## src/rtl/soc_rst_seq_pkg.sv

```systemverilog
// Shared definitions for the clock/reset sequencer: state encodings and the
// lock-failure counter ceiling.
package soc_rst_seq_pkg;

  localparam logic [1:0] ST_PLL_RST   = 2'd0;
  localparam logic [1:0] ST_WAIT_LOCK = 2'd1;
  localparam logic [1:0] ST_SOC_HOLD  = 2'd2;
  localparam logic [1:0] ST_RUN       = 2'd3;

  localparam logic [3:0] FAIL_CNT_MAX = 4'd15;

  function automatic logic [3:0] sat_inc4(input logic [3:0] v);
    return (v == FAIL_CNT_MAX) ? v : v + 4'd1;
  endfunction

endpackage

```

## src/rtl/soc_rst_seq_sync_2ff.sv

```systemverilog
// Two-flop synchroniser for a single asynchronous level; resets to 0.
module sync_2ff (
  input  logic clk_i,
  input  logic rst_ni,
  input  logic d_i,
  output logic q_o
);

  logic s1_q, s2_q;

  always_ff @(posedge clk_i or negedge rst_ni) begin
    if (!rst_ni) begin
      s1_q <= 1'b0;
      s2_q <= 1'b0;
    end else begin
      s1_q <= d_i;
      s2_q <= s1_q;
    end
  end

  assign q_o = s2_q;

endmodule

```

## src/rtl/soc_rst_seq.sv

```systemverilog
// Ref-clock reset sequencer: pulses PLL reset, qualifies lock, holds the SoC in
// reset until the clock is stable, and re-sequences on lock loss or core request.
module soc_rst_seq
  import soc_rst_seq_pkg::*;
#(
  parameter int PLL_RST_CYC      = 16,
  parameter int LOCK_STABLE_CYC  = 1024,
  parameter int LOCK_TIMEOUT_CYC = 500000,
  parameter int SOC_HOLD_CYC     = 64,
  parameter int LED_HALF_CYC     = 50000000,
  parameter int CNT_W            = 32
) (
  input  logic       sysclk,
  input  logic       rst_n,
  input  logic       pll_lock,
  input  logic       sys_reset_req,
  output logic       pll_rst,
  output logic       soc_rst_n,
  output logic       run,
  output logic [3:0] lock_fail_cnt,
  output logic       led_1s
);

  logic             lock_s, req_s, req_prev_q, req_rise;
  logic [1:0]       state_q, state_d;
  logic [CNT_W-1:0] st_cnt_q, st_cnt_d, stab_q, stab_d, tmo_q, tmo_d, led_cnt_q, led_cnt_d;
  logic [3:0]       fail_q, fail_d;
  logic             fail_inc, led_q, led_d;
  logic             pll_rst_q, soc_rst_n_q, run_q;

  sync_2ff u_sync_lock (.clk_i(sysclk), .rst_ni(rst_n), .d_i(pll_lock),      .q_o(lock_s));
  sync_2ff u_sync_req  (.clk_i(sysclk), .rst_ni(rst_n), .d_i(sys_reset_req), .q_o(req_s));

  // Edge detect so a request held high only costs one SOC_HOLD pass.
  assign req_rise = req_s & ~req_prev_q;

  always_comb begin
    state_d  = state_q;
    fail_inc = 1'b0;
    st_cnt_d = '0;
    stab_d   = '0;
    tmo_d    = '0;
    case (state_q)
      ST_PLL_RST: begin
        st_cnt_d = st_cnt_q + 1'b1;
        if (st_cnt_q == CNT_W'(PLL_RST_CYC - 1)) state_d = ST_WAIT_LOCK;
      end
      ST_WAIT_LOCK: begin
        stab_d = lock_s ? stab_q + 1'b1 : '0;
        tmo_d  = tmo_q + 1'b1;
        // Qualification beats a timeout landing on the same cycle.
        if (lock_s && stab_q == CNT_W'(LOCK_STABLE_CYC - 1)) begin
          state_d = ST_SOC_HOLD;
        end else if (tmo_q == CNT_W'(LOCK_TIMEOUT_CYC - 1)) begin
          state_d  = ST_PLL_RST;
          fail_inc = 1'b1;
        end
      end
      ST_SOC_HOLD: begin
        st_cnt_d = st_cnt_q + 1'b1;
        if (!lock_s) begin
          state_d  = ST_PLL_RST;
          fail_inc = 1'b1;
        end else if (st_cnt_q == CNT_W'(SOC_HOLD_CYC - 1)) begin
          state_d = ST_RUN;
        end
      end
      default: begin
        if (!lock_s) begin
          state_d  = ST_PLL_RST;
          fail_inc = 1'b1;
        end else if (req_rise) begin
          state_d = ST_SOC_HOLD;
        end
      end
    endcase
    if (state_d != state_q) begin
      st_cnt_d = '0;
      stab_d   = '0;
      tmo_d    = '0;
    end
  end

  // Heartbeat only advances while RUN persists; any exit forces it dark.
  always_comb begin
    led_cnt_d = '0;
    led_d     = 1'b0;
    if (state_d == ST_RUN && state_q == ST_RUN) begin
      if (led_cnt_q == CNT_W'(LED_HALF_CYC - 1)) begin
        led_cnt_d = '0;
        led_d     = ~led_q;
      end else begin
        led_cnt_d = led_cnt_q + 1'b1;
        led_d     = led_q;
      end
    end
  end

  assign fail_d = fail_inc ? sat_inc4(fail_q) : fail_q;

  always_ff @(posedge sysclk or negedge rst_n) begin
    if (!rst_n) begin
      state_q     <= ST_PLL_RST;
      st_cnt_q    <= '0;
      stab_q      <= '0;
      tmo_q       <= '0;
      led_cnt_q   <= '0;
      led_q       <= 1'b0;
      fail_q      <= '0;
      req_prev_q  <= 1'b0;
      pll_rst_q   <= 1'b1;
      soc_rst_n_q <= 1'b0;
      run_q       <= 1'b0;
    end else begin
      state_q     <= state_d;
      st_cnt_q    <= st_cnt_d;
      stab_q      <= stab_d;
      tmo_q       <= tmo_d;
      led_cnt_q   <= led_cnt_d;
      led_q       <= led_d;
      fail_q      <= fail_d;
      req_prev_q  <= req_s;
      pll_rst_q   <= (state_d == ST_PLL_RST);
      soc_rst_n_q <= (state_d == ST_RUN);
      run_q       <= (state_d == ST_RUN);
    end
  end

  assign pll_rst       = pll_rst_q;
  assign soc_rst_n     = soc_rst_n_q;
  assign run           = run_q;
  assign lock_fail_cnt = fail_q;
  assign led_1s        = led_q;

endmodule

```

## config.mk

```make
export PLATFORM = sky130hd
export DESIGN_NAME = soc_rst_seq
export DESIGN_NICKNAME = d
export VERILOG_FILES = /design/src/rtl/soc_rst_seq_pkg.sv /design/src/rtl/soc_rst_seq_sync_2ff.sv /design/src/rtl/soc_rst_seq.sv
export SDC_FILE = /design/constraint.sdc
export NUM_CORES = 1
export LEC_CHECK = 0
export CORE_UTILIZATION = 30
export CTS_BUF_LIST = sky130_fd_sc_hd__clkbuf_8
export DETAILED_ROUTE_END_ITERATION = 7
export GPL_TIMING_DRIVEN = 0
export PLACE_DENSITY = 0.46
export SKIP_CTS_REPAIR_TIMING = 1
export SLEW_MARGIN = 20
export SYNTH_ARGS = -nofsm -noshare
export SYNTH_HDL_FRONTEND = slang
export SYNTH_SLANG_ARGS = --single-unit
```

## constraint.sdc

```tcl
create_clock -name sysclk -period 2.6 [get_ports sysclk]
set_input_delay 0.78 -clock sysclk [delete_from_list [all_inputs] [get_ports sysclk]]
set_output_delay 0.78 -clock sysclk [all_outputs]
set_load 0.03 [all_outputs]
```

# After elaboration in Yosys (flattened, before gate mapping)
# Cells that the tools add are included.
# totals
memories,0
register_bits,142
latchBits,0
mem_bits_rw,0
mem_bits_ro,0
# op_classes
bitwise_logic,4
n_reduce_logical,6
n_eq_ne,12
multipliers,0
n_lt_le_gt_ge,0
n_mux,23
n_addsub,5
shift,0
div_mod_pow,0
# op_table
op,n
two-way mux 32 bit,9
adder 32 x 1 -> 32 bit (second input constant),4
equality test 32 x 10 -> 1 bit (second input constant),1
equality test 32 x 19 -> 1 bit (second input constant),1
equality test 32 x 26 -> 1 bit (second input constant),1
equality test 32 x 4 -> 1 bit (second input constant),1
equality test 32 x 6 -> 1 bit (second input constant),1
two-way mux 2 bit,7
equality test 2 bit (second input constant),3
one-hot mux 2 bit (3 select lines),1
two-way mux 1 bit,5
adder 4 x 1 -> 4 bit (second input constant),1
equality test 4 bit (second input constant),1
zero test 2 bit,2
inverter 1 bit,3
equality test 2 x 1 -> 1 bit (second input constant),1
logical AND 1 bit,2
!= test 2 x 1 -> 1 bit (second input constant),1
!= test 2 bit,1
one-hot mux 1 bit (2 select lines),1
AND reduction 2 bit,1
OR reduction 2 bit,1
bitwise AND 1 bit,1

# Depth between registers and ports, before layout
# Gate-level depths: netlist (run 1).
# logic_depth
ltp_word,8
depth_mapped,9

# Cells and area by module
# From an unflattened synthesis (run 1), not the netlist that was laid out.
# hier_totals
cells_unflattened,724
hier_area_um2,7048.0
# by_module_without_submodules
module,instances,area_each_um2,cells_per_inst
soc_rst_seq,1,6947.9,720
sync_2ff,2,50.0,2

# Worst setup path after synthesis (run 1)
# No wires, ideal clock.
# synth_timing
path_type,reg2reg
startpoint,reg tmo_q[0]
endpoint,reg stab_q[10]
arrival_time_ns,2.088
path_stages_with_launch,10
path_slack_ns,0.441
setup_time_ns,0.071
cell_sequence,dfrtp_1 > ha_1 > nand4_1 > or4_1 > or3b_1 > buf_4 > or3b_1 > buf_4 > buf_6 > nor2_1
# synth_via
elab_chain_cells,6
# synth_rtl
element,line_no,text
start: declaration,soc_rst_seq.sv:26,"logic [CNT_W-1:0] st_cnt_q, st_cnt_d, stab_q, stab_d, tmo_q, tmo_d, led_cnt_q, led_cnt_d;"
start signal: assignment,soc_rst_seq.sv:118,tmo_q <= tmo_d;
equality test 32 x 19 -> 1 bit,soc_rst_seq.sv:54,end else if (tmo_q == CNT_W'(LOCK_TIMEOUT_CYC - 1)) begin
two-way mux 2 bit,soc_rst_seq.sv:54,
two-way mux 2 bit,soc_rst_seq.sv:52,if (lock_s && stab_q == CNT_W'(LOCK_STABLE_CYC - 1)) begin
one-hot mux 2 bit (3 select lines),soc_rst_seq.sv:43,case (state_q)
!= test 2 bit,soc_rst_seq.sv:77,if (state_d != state_q) begin
two-way mux 32 bit,soc_rst_seq.sv:77,
net stab_d[10],soc_rst_seq.sv:26,
end signal: assignment,soc_rst_seq.sv:117,stab_q <= stab_d;
end: declaration,soc_rst_seq.sv:26,
# The timed path passes the listed nets, and every way through them passes these cells.
# A chain may end at the register's enable or synchronous reset.

# Worst setup path after layout (run 1)
# layout_timing
startpoint,reg tmo_q[0]
endpoint,reg stab_q[11]
# Same word-level chain as after synthesis.

==> results.md, run 1 <==
* Starting Density at between 30% and 40%
* Required @ worst endpoint at slightly below 3 ns
* Detailed Place HPWL at around 9.4 mm
* # port buffers at 11
* Critical path arrival at about 2.8 ns
* Initial antenna violation count at 0
* Synth cell types at 45
* Final GP Congestion at ~0.75
* Finished Layout Cells at approximately 1000
* Switching share of total power at a little over a fifth
* Leak at ~3.2 nW
* IO Pins at 12
* Top-count cell post-synth: nor2_1
* Setup CP Type: reg2reg
* Layout cells sized above 1 at a little over 8%
* Relative slew slack at ~56%
* Design area at between 0.007 and 0.008 sq mm
* Synth top cells by count: 167 x nor2_1, 141 x dfrtp_1, 63 x xnor2_1
* Post-DP Area at around 0.0073 sq mm
* Worst Setup Start Kind: flop
* Clock root cell: clkbuf_8
* Vias in the first global route at between 5000 and 6000
* GR Overflow Total at 0
* Die extent in y at 153 microns
* Worst hold slack at 0.244 ns
* Drt wl/cell at about 13 microns
* Seq pwr share at a little over half
* GRT Util Overall at about an eighth
* CP Cell Sequence: ha_1 -> nand4_1 -> or4_4 -> or3b_1 -> buf_4 -> or3b_1 -> buf_4 -> buf_6 -> nor2_1
* Maximum root-to-sink buffer count at 2
* Pre-antenna DRT Iters at 4
* Prevailing post-synth register cell: dfrtp_1
* Syn Inst Count at roughly 700
* First-pass GRT wire length at about 24 mm
* Comb pwr share at 1.8%
* Final Hold Vio Count at 0
* Syn_area_per_cell at slightly below 10 sq um
* Post-Syn Area at approximately 0.007 sq mm
* Area contributors post-synth: dfrtp_1 52%, nor2_1 9.2%, xnor2_1 8.1%, xor2_1 7.3%, nand3_1 3.9%
* Final #Nets at 748
* DR vias at slightly below 5000
* Internal at 0.00335 W
* Pin count of the biggest net entering global routing at 87
* TritonCTS buffer count at 17
* Via/cell ratio at ~4.7
* Max Freq at 415 MHz
* Final Cycle Share at 92.6%
* Minimum clock period at approximately 2.4 ns
* Slowest cell delay on critical path at a little over 0.4 ns
* Slowest cell on the critical path: dfrtp_1
* Syn_nets at between 700 and 800
* Placed insts at 1000
* Crit path max-delay family: simple AND/OR/NAND/NOR gates
* TritonCTS clock tree: built
* Final wirelength at approximately 14 mm
* Post-synth top area share at between 50 and 60%
* Clock power frac at a little under half
* Clock slew at reported path FFs at ~0.08 ns
* Worst slew pin tran at 0.650 ns
* Number of synthesized register bits at about 140
* Die width at approximately 150 microns
* Skew final at ~0.013 ns
* H-tree Lvls at 4
* Crit path max fanout at 10
* Async SR Flop Fraction at 100%
* Post-synth EDFFs at 0
* Max-slew violations at 0
* Peak VDD IR at 0.297 mV
* CORE AREA at about 0.022 sq mm
* DR iter-0 viols at ~240
* # rows at 54
* Antenna Violating Nets Remaining at 0
* Synthesis Warnings at 0
* Layout area overhead at 14.2%
* Final setup fails at 0
* Synth area leader: dfrtp_1
* # DRC at 0
* ANT cells at 0
* Worst Hold Class: in2async
* Outcome: completed
* Clock latency on the worst-skew pair at about 0.44 ns
* Die area at ~0.023 sq mm
* Register area share after synthesis at 51.9%
* RSZ-0062 raised after global routing: false
* MaxCap Viol Count at 0
* Pwr Density at roughly 540 mW/mm^2
* Critical Path End Type: flop
* Buf+Inv Stages, Crit Path at 3
* Switch Pwr at between 0.0009 and 0.001 W
* Clock Sinks at 142
stage by stage:
step	setup slack, ns	util [%]	total power, W	setup TNS (ns)
after floorplan	0.441	-	0.00228	0
after global placement	-5.05	33.1	0.00234	-713.54
after detailed placement	-0.0469	33.2	0.00235	-0.0469
after CTS	-0.0577	35.2	0.00434	-0.0577
after global routing	0.0169	35.4	0.00444	0
final	0.193	35.4	0.00425	0
cell usage in the layout (no fill, tap or decap), drive strengths merged, types with 2 or more instances in the layout:
master	count
and3	17
and2	2
clkinvlp	3
and4	9
nand4	33
mux2	2
clkbuf	31
nand2	36
nor4b	2
nor2b	2
xnor2	63
nor3b	2
nor2	168
nor4	22
or3b	2
nor3	21
o21ai	6
xor2	57
nand3	54
clkdlybuf4s50	10
a21oi	3
inv	24
bufinv	4
ha	5
or4b	2
or3	7
or4	2
buf	13
nand2b	2
dfrtp	141
flip-flops by register name (all words and copies together) (netlist names), 2 cells and up:
signal,count
led_cnt_q,32
stab_q,32
state_q,2
st_cnt_q,32
lock_fail_cnt,4
tmo_q,32
metal layers:
metal | track usage (%) | up-vias | part of all wire (%)
met2 | 20.2 | 50 | 46
met5 | 0 | - | 0
met4 | 4.09 | 0 | 1.2
li1 | - | 2446 | -
met3 | 3.52 | 12 | 2.8
met1 | 17.0 | 2385 | 50
logic make-up after synthesis:
| group | after synthesis | share of synthesized area (%) |
|---|---|---|
| multiplexers | 2 | 0.384 |
| adder cells (fa/ha/maj) | 5 | 0.914 |
| XOR/XNOR | 120 | 15.4 |
| flip-flops | 142 | 51.9 |
| AO/OA/AOI/OAI | 12 | 1.06 |
| AND/OR/NAND/NOR | 385 | 27.5 |
| buffers and inverters | 42 | 2.91 |
power groups by stage:
stage / sequential (W) / combinational (W) / clock, W
4_1_cts: 0.00222 / 0.0000815 / 0.00203
2_1_floorplan: 0.00226 / 0.0000196 / 0
3_5_place_dp: 0.00227 / 0.0000808 / 0
5_1_grt: 0.00222 / 0.0000895 / 0.00213
3_3_place_gp: 0.00227 / 0.0000740 / 0
6_report: 0.00222 / 0.0000753 / 0.00195
path summary, 6_finish.rpt:
| path | start | slack, ns | depth (start not counted) | to |
|---|---|---|---|---|
| worst max-delay path | tmo_q[0] | 0.19 | 9 | stab_q[11] |
| worst min-delay path | rst_n | 0.24 | 1 | st_cnt_q[16] |
| worst max register to register | tmo_q[0] | 0.19 | 9 | stab_q[11] |
| worst min register to register | u_sync_lock.s1_q | 0.38 | 0 | u_sync_lock.q_o |
| max in group asynchronous | rst_n | 1.56 | 2 | u_sync_req.q_o |
| min in group sysclk | u_sync_lock.s1_q | 0.38 | 0 | u_sync_lock.q_o |
final cells by class:
class / count / area, sq um
plain buffers: 22 / 130
clock buffers: 20 / 275
clock inverters: 12 / 168
fillers: 2211 / 14300
inverters: 20 / 75.1
multi-input cells: 524 / 3120
flip-flops and latches: 142 / 3550
well taps: 280 / 350
repair buffers: 12 / 143
(Power assumes the default switching activity.)
==> inputs of run 2 (changes only) <==
--- a/config.mk
+++ b/config.mk
@@ -5,13 +5,13 @@
 export SDC_FILE = /design/constraint.sdc
 export NUM_CORES = 1
 export LEC_CHECK = 0
+export CORE_MARGIN = 5
 export CORE_UTILIZATION = 30
 export CTS_BUF_LIST = sky130_fd_sc_hd__clkbuf_8
 export DETAILED_ROUTE_END_ITERATION = 7
 export GPL_TIMING_DRIVEN = 0
 export PLACE_DENSITY = 0.46
 export SKIP_CTS_REPAIR_TIMING = 1
-export SLEW_MARGIN = 20
 export SYNTH_ARGS = -nofsm -noshare
 export SYNTH_HDL_FRONTEND = slang
 export SYNTH_SLANG_ARGS = --single-unit
==> run 2 against run 1 <==
  * Via count increased by 0.49%
  * Design area decreased by 0.83%
  * Critical path type unchanged
  * Register-to-register slack got worse by 0.04 ns
==> results.md, run 2 (synthesized netlist as in run 1, its figures left out) <==
* Starting Density at a little under a third
* IO Pins at 12
* Clock root cell: clkbuf_8
* Worst slew pin tran at 0.604 ns
* Leak at between 3 and 4 nW
* Cells on worst reg2reg path at 9
* # DRC at 0
* Util after Layout at ~34%
* Worst Hold Class: in2async
* Drt wl/cell at around 13 microns
* Most common cell after layout, fill and taps aside: nor2_1
* Max-slew violations at 0
* Clock slew at reported path FFs at 0.08 ns
* DR vias at 4917
* Pin count of the biggest net entering global routing at between 90 and 100
* Reg2reg start: tmo_q[0]
* Vias in the first global route at 4965
* Detailed Place HPWL at around 9.4 mm
* Layout area overhead at 13.2%
* TritonCTS clock tree: built
* Clock latency on the worst-skew pair at between 0.4 and 0.5 ns
* Critical path arrival at roughly 2.8 ns
* Initial antenna violation count at 0
* Design area at 0.00775 sq mm
* Post-DP Area at around 0.0073 sq mm
* RR Endpoint: stab_q[17]
* First-pass GRT wire length at roughly 24 mm
* H-tree Lvls at 4
* Minimum clock period at between 2 and 2.5 ns
* Final #Nets at between 700 and 800
* Antenna Violating Nets Remaining at 0
* Total power at 0.00400 W
* Footprint of the multi-input gates at 0.00312 sq mm
* Peak VDD IR at ~0.26 mV
* Worst Setup Start Kind: flop
* Final Cycle Share at between 90 and 100%
* R2r setup slk at 0.15 ns
* CORE AREA at about 0.023 sq mm
* Pwr Density at slightly above 500 mW/mm^2
* Maximum root-to-sink buffer count at 2
* Relative slew slack at between 50% and 60%
* Critical Path End Type: flop
* Commonest cells after routing, fill and taps aside: 167 x nor2_1, 141 x dfrtp_1, 63 x xnor2_1
* Final GP Congestion at around 0.76
* Final Hold Vio Count at 0
* FF+latch area at between 0.003 and 0.004 sq mm
* ANT cells at 0
* Skew final at 0.0136 ns
* Die extent in y at between 150 and 200 microns
* RSZ-0062 raised after global routing: false
* Required @ worst endpoint at 2.98 ns
* Setup CP Type: reg2reg
* GR Overflow Total at 0
* Setup WS pre-CTS at -0.0785 ns
* DR iter-0 viols at between 200 and 250
* TritonCTS buffer count at 17
* Pre-antenna DRT Iters at 4
* MaxCap Viol Count at 0
* Die area at 0.0259 sq mm
* Max Freq at between 400 and 500 MHz
* Final setup fails at 0
* GRT Util Overall at between 10% and 20%
* # port buffers at 11
* Final wirelength at approximately 14 mm
* Final WS setup at roughly 0.15 ns
* Clock Sinks at 142
* Fill cells at approximately 2300
* Die width at between 150 and 200 microns
* Layout cells sized above 1 at under 10%
* Outcome: completed
* # rows at 55
* Via/cell ratio at roughly 4.7
* Crit path max fanout at 10
-- run 2: cell count changes in the layout (fill, tap and decap cells not counted), moves of 2 or more --
cell	before	now
inv_1	23	21
nor4_2	2	4
clkinv_4	0	2
clkinv_2	1	5
bufinv_16	4	1
-- run 2: layer usage --
metal | global-route usage, % | vias to the layer above | wire (microns)
li1 | - | 2447 | -
met1 | 14.3 | 2409 | 6650
met3 | 2.81 | 16 | 339
met4 | 3.64 | 0 | 197
met5 | 0 | - | 0
met2 | 18.0 | 45 | 6410
-- run 2: where the power goes --
group / leakage [nW] / internal, W / total (W) / switching [W]
Clock: 0.199 / 0.000849 / 0.00171 / 0.000857
Sequential: 1.95 / 0.00221 / 0.00222 / 0.00000791
Combinational: 0.998 / 0.0000188 / 0.0000748 / 0.0000559
-- run 2: worst max-delay path by stage --
stage          cells after the start  startpoint          endpoint  slack (ns)
3_5_place_dp                       6    tmo_q[9]  lock_fail_cnt[1]       -0.08
2_1_floorplan                      9    tmo_q[0]        stab_q[10]        0.44
6_report                           9    tmo_q[0]        stab_q[17]        0.15
4_1_cts                            6    tmo_q[9]  lock_fail_cnt[1]       -0.10
5_1_grt                            9    tmo_q[0]        stab_q[18]        0.01
3_3_place_gp                       1       rst_n         tmo_q[12]       -5.09
-- run 2: per-stage QoR --
step / TNS (ns) / hold slack (ns) / std cells
after floorplan: 0 / 0.331 / 708
after global placement: -719.11 / 0.342 / 1004
after detailed placement: -0.0785 / 0.340 / 1005
after CTS: -0.155 / 0.246 / 1037
after global routing: 0 / 0.269 / 1037
final: 0 / 0.255 / 1037
-- run 2: critical path, stage by stage (launching register included) --
cell	delay [ns]
dfrtp_1	0.42
ha_1	0.26
nand4_1	0.19
or4_1	0.22
or3b_1	0.35
buf_4	0.16
or3b_1	0.35
buf_4	0.17
buf_6	0.14
nor2_1	0.11
-- run 2: area by class of cell --
| cell class | count | share of cell area [%] |
|---|---|---|
| Sequential cell | 142 | 45.8 |
| Tap cell | 285 | 4.60 |
| Clock inverter | 11 | 1.18 |
| Multi-Input combinational cell | 524 | 40.2 |
| Inverter | 20 | 0.968 |
| Clock buffer | 21 | 3.73 |
| Timing Repair Buffer | 12 | 1.79 |
| Buffer | 22 | 1.69 |
